==> config.mk <==
export PLATFORM = sky130hd
export DESIGN_NAME = bram_loader
export DESIGN_NICKNAME = d
export VERILOG_FILES = /design/src/rtl/bram_loader.sv
export SDC_FILE = /design/constraint.sdc
export NUM_CORES = 1
export LEC_CHECK = 0
export CAP_MARGIN = 20
export CORE_AREA = 2 2 102 104
export CTS_BUF_LIST = sky130_fd_sc_hd__clkbuf_16
export CTS_CLUSTER_DIAMETER = 30
export DETAILED_ROUTE_END_ITERATION = 10
export DIE_AREA = 0 0 104 106
export DONT_BUFFER_PORTS = 1
export PLACE_DENSITY = 0.74
export SLEW_MARGIN = 40
export SYNTH_ARGS = -nofsm -noshare
export SYNTH_HDL_FRONTEND = slang
export SYNTH_SLANG_ARGS = --single-unit
==> constraint.sdc <==
create_clock -name clk -period 2.3 [get_ports clk]
set_input_delay 0 -clock clk [delete_from_list [all_inputs] [get_ports clk]]
set_output_delay 0 -clock clk [all_outputs]
set_load 0.005 [all_outputs]
==> src/rtl/bram_loader.sv <==
// Boot loader: parses 'I'/'D'/'G' commands from a byte stream, writes
// little-endian words into the instruction or data BRAM, then releases the CPU.
module bram_loader #(
  parameter int MAX_WORDS = 256
) (
  input  logic        clk,
  input  logic        rst,
  input  logic [7:0]  s_dat,
  input  logic        s_valid,
  output logic        s_ready,
  output logic [9:0]  i_w_addr,
  output logic [31:0] i_w_dat,
  output logic        i_w_enb,
  output logic [9:0]  d_w_addr,
  output logic [31:0] d_w_dat,
  output logic        d_w_enb,
  output logic        cpu_stall,
  output logic        cpu_run,
  output logic        error,
  output logic [2:0]  o_dbg_state
);

  // Stream handshake: a byte moves on a rising edge where s_valid && s_ready;
  // s_ready depends only on state, never on s_valid.
  typedef enum logic [2:0] {
    ST_IDLE   = 3'd0,
    ST_LEN_LO = 3'd1,
    ST_LEN_HI = 3'd2,
    ST_DATA   = 3'd3,
    ST_WRITE  = 3'd4,
    ST_RUN    = 3'd5,
    ST_ERROR  = 3'd6
  } state_t;

  localparam logic [16:0] LP_MAX = 17'(MAX_WORDS);

  state_t      r_state;
  state_t      w_next;
  logic        r_sel_d;
  logic [7:0]  r_len_lo;
  logic [15:0] r_cnt;
  logic [1:0]  r_idx;
  logic [23:0] r_word;
  logic [9:0]  r_addr;

  logic        w_accept;
  logic [15:0] w_len;
  logic        w_len_bad;
  logic [31:0] w_word_next;

  assign w_accept    = s_valid && s_ready;
  assign w_len       = {s_dat, r_len_lo};
  assign w_len_bad   = {1'b0, w_len} > LP_MAX;
  // Earlier bytes sit in the low bits, so the word completes with s_dat on top.
  assign w_word_next = {s_dat, r_word};
  assign o_dbg_state = r_state;

  always_comb begin
    w_next    = r_state;
    s_ready   = 1'b0;
    i_w_enb   = 1'b0;
    d_w_enb   = 1'b0;
    cpu_stall = 1'b1;
    cpu_run   = 1'b0;
    error     = 1'b0;
    case (r_state)
      ST_IDLE: begin
        s_ready = 1'b1;
        if (w_accept) begin
          if (s_dat == 8'h49 || s_dat == 8'h44) w_next = ST_LEN_LO;
          else if (s_dat == 8'h47)              w_next = ST_RUN;
          else                                  w_next = ST_ERROR;
        end
      end
      ST_LEN_LO: begin
        s_ready = 1'b1;
        if (w_accept) w_next = ST_LEN_HI;
      end
      ST_LEN_HI: begin
        s_ready = 1'b1;
        if (w_accept) begin
          if (w_len == 16'd0) w_next = ST_IDLE;
          else if (w_len_bad) w_next = ST_ERROR;
          else                w_next = ST_DATA;
        end
      end
      ST_DATA: begin
        s_ready = 1'b1;
        if (w_accept && r_idx == 2'd3) w_next = ST_WRITE;
      end
      ST_WRITE: begin
        i_w_enb = !r_sel_d;
        d_w_enb = r_sel_d;
        w_next  = (r_cnt == 16'd1) ? ST_IDLE : ST_DATA;
      end
      ST_RUN: begin
        cpu_stall = 1'b0;
        cpu_run   = 1'b1;
      end
      ST_ERROR: begin
        error = 1'b1;
      end
      default: w_next = ST_ERROR;
    endcase
  end

  always_ff @(posedge clk) begin
    if (rst) begin
      r_state  <= ST_IDLE;
      r_sel_d  <= 1'b0;
      r_len_lo <= '0;
      r_cnt    <= '0;
      r_idx    <= '0;
      r_word   <= '0;
      r_addr   <= '0;
      i_w_addr <= '0;
      i_w_dat  <= '0;
      d_w_addr <= '0;
      d_w_dat  <= '0;
    end else begin
      r_state <= w_next;
      case (r_state)
        ST_IDLE: if (w_accept) r_sel_d <= (s_dat == 8'h44);
        ST_LEN_LO: if (w_accept) r_len_lo <= s_dat;
        ST_LEN_HI: begin
          if (w_accept) begin
            r_cnt  <= w_len;
            r_addr <= '0;
            r_idx  <= '0;
          end
        end
        ST_DATA: begin
          if (w_accept) begin
            r_word <= w_word_next[31:8];
            r_idx  <= r_idx + 2'd1;
            // Output registers load once per word and hold until the next one.
            if (r_idx == 2'd3) begin
              if (r_sel_d) begin
                d_w_addr <= r_addr;
                d_w_dat  <= w_word_next;
              end else begin
                i_w_addr <= r_addr;
                i_w_dat  <= w_word_next;
              end
            end
          end
        end
        ST_WRITE: begin
          r_addr <= r_addr + 10'd4;
          r_cnt  <= r_cnt - 16'd1;
        end
        default: ;
      endcase
    end
  end

endmodule

==> impl_metrics.toml <==
[finish]
syn_to_final_growth_pct = 17.0
antenna_cells = 0
fillerInstances = 849
design_area_um2 = 6810
seq_area_um2 = 2840
fin_nets = 776
multi_input_area_um2 = 2710
drive_above_1_share_pct = 8.02

[sta]
final_hold_viol_count = 0
max_freq_mhz = 463
setup_viol = 0
setup_tns_ps = 0
fin_crit_sh_pct = 94.0
worstMarginPinSlew_ps = 823
fin_skew_ps = 8.56
slew_violations = 0
rsz0062_at_grt = "false"
period_needed_ps = 2160
relSlewSlack_pct = 45.1

[clock_network]
insertion_delay_ps = 420
cts_root_buf = "clkbuf_16"
clk_pin_slew_ps = 60
h-tree-depth = 4
numCtsBuffers = 17
clkSinkCount = 142
clockBufferDepth = 2
cts_tree = "done"

[placed_design]
port-buffer-count = 0
placed_area_um2 = 5850
place.gp.congestion = 0.886
dp_hpwl_um = 9360

[routing]
num_vias = 5315
postRouteAntennaNets = 0
wl_per_cell_um = 17.2
drc_errors = 0
wirelength_um = 15600
drt_pass1_iterations = 5
drt_iter0_drc = 501
drt-vias-per-instance = 5.85

[critical_path]
path_cells = "or3b_1, buf_4, nor2_1, o21ai_0, a21oi_1, dlygate4sd3_1"
crit_arrival_ps = 2520
path_max_fanout = 14
crit_family = "buffers and inverters"
start_kind = "flip-flop"
required_ps = 2660
crit_slowest_cell = "dlygate4sd3_1"
cp_slowest_stage_delay_ps = 560
end_kind = "flip-flop"
crit_type = "flip-flop to flip-flop"
worst-path-buf-inv = 2

[pwr]
p_leak_nw = 2.41
pwr-share-comb_pct = 19.8
swShare_pct = 29.0
power_density_nw_per_um2 = 1020
p_clk_share_pct = 40.6
p_int_mw = 4.91
vdd_drop_max_mv = 0.672
p_seq_share_pct = 39.6
power_switching_mw = 2.01

[die]
die_y_um = 106
core_um2 = 10000
die_w_um = 104
die_area_um2 = 11000
start_util_pct = 58.2
rows = 37
pin_count = 104

[synthesis]
avgSynthCellArea_um2 = 7.74
ys_types = 60
synth_warnings = 0
syn-instance-count = 752
synth_edf_count = 0
async_flop_share_pct = 0
ys_ff_latch = 142
ys_seq_area_share_pct = 48.8
syn_area_um2 = 5820
synthFlopType = "dfxtp_1"

[job]
drv_cap = 0

[global_routing]
grt_pass1_vias = 5176
grt_max_degree = 124
grtUsageTotal_pct = 28.5
antenna_found_initial = 0
grt_pass1_wl_um = 25100
overflow = 0

[status]
outcome = "finished clean"

[worst_hold_path]
hold_class = "input port to flip-flop"
what timing repair did:
item,4_1_cts,5_1_grt
setup endpoints to repair,0,16
endpoints found under the hold margin,142,0
hold buffers,33,0
buffers inserted,0,0
gates resized for setup,0,3
worst paths after layout:
check | slack, ps | start | endpoint | depth (start not counted)
worst max register to register | 140 | o_dbg_state[2]$_SDFFE_PP0P_ | r_cnt[3]$_SDFFE_PP0P_ | 6
worst min-delay path | 20 | rst | d_w_dat[25]$_SDFFE_PP0P_ | 2
worst min register to register | 470 | d_w_addr[2]$_SDFFE_PP0P_ | d_w_addr[2]$_SDFFE_PP0P_ | 2
worst max-delay path | 140 | o_dbg_state[2]$_SDFFE_PP0P_ | r_cnt[3]$_SDFFE_PP0P_ | 6
power groups by stage:
stage / clock, mW / combinational [mW] / sequential [mW]
global placement: 0 / 1.19 / 2.78
floorplan: 0 / 1.05 / 2.74
global route: 2.95 / 1.49 / 2.76
CTS: 2.84 / 1.32 / 2.74
detailed placement: 0 / 1.22 / 2.79
finish: 2.81 / 1.37 / 2.74
through the flow:
step	instances	setup WS, ps	power, mW	utilization [%]	hold WS, ps
after global routing	909	37.6	7.20	68.1	28.1
after CTS	909	64.2	6.90	68.1	16.3
after floorplan	755	600	3.80	-	136
after global placement	845	304	3.97	58.5	78.8
final	909	139	6.92	68.1	19.7
after detailed placement	845	273	4.01	58.5	78.7
placed cells by master, fill, tap and decap left out, types with 5 or more instances in the layout:
master and instances:
buf_4 15, xor2_1 6, dlygate4sd3_1 32, o21ai_0 10, nand3_1 10, nand2_1 248
o22ai_1 5, nor2_1 33, nor3_1 10, a21oi_1 130, nor4_1 5, inv_1 12
dfxtp_1 142, a22oi_1 8, clkbuf_16 17
Yosys cell counts, types with 3 or more instances:
cell,n,area (um2)
xor2_1,6,52.6
buf_4,4,30.0
nor4_1,5,31.3
a31oi_1,3,18.8
and3_1,3,18.8
a32oi_1,3,26.3
and2_1,4,25.0
nor3_1,10,50.1
buf_2,14,70.1
inv_1,7,26.3
nand3_1,11,55.1
o21ai_0,10,50.1
a32o_1,3,30.0
nor2b_1,3,18.8
dfxtp_1,142,2840
a211oi_1,4,30.0
o22ai_1,5,31.3
clkbuf_1,40,150
ha_1,4,50.1
nor2_1,35,131
a221oi_1,3,26.3
nand3b_1,4,30.0
nand2_1,248,931
a21oi_1,130,651
a22oi_1,8,60.1
layout make-up:
cell class,count,area share (%)
clock buffers,17,6.24
clock inverters,14,2.64
inverters,7,0.386
multi-input cells,545,39.8
flip-flops and latches,142,41.7
well taps,136,2.50
repair buffers,48,6.76
registers in the layout, summed over array words and instances (netlist names), 3 cells and up:
signal and flops:
r_word 24, d_w_addr 8, r_addr 8, r_cnt 16, d_w_dat 32, i_w_addr 8
i_w_dat 32, r_len_lo 8, o_dbg_state 3
metal layers:
metal,share of wire [%],global-route usage (%)
met3,10,10.9
met4,2.3,10.6
met1,41,34.4
met2,47,46.5
met5,0,0
cells by family (layout without fill, tap and decap cells):
group | count (synthesis) | in the layout | synth area share, %
AO/OA/AOI/OAI | 181 | 181 | 17.6
flip-flops | 142 | 142 | 48.8
XOR/XNOR | 7 | 7 | 1.05
AND/OR/NAND/NOR | 346 | 346 | 25.9
other | 1 | 4 | 0.0644
adder cells (fa/ha/maj) | 4 | 4 | 0.860
buffers and inverters | 68 | 86 | 5.07
multiplexers | 3 | 3 | 0.623
(Power assumes the default switching activity.)
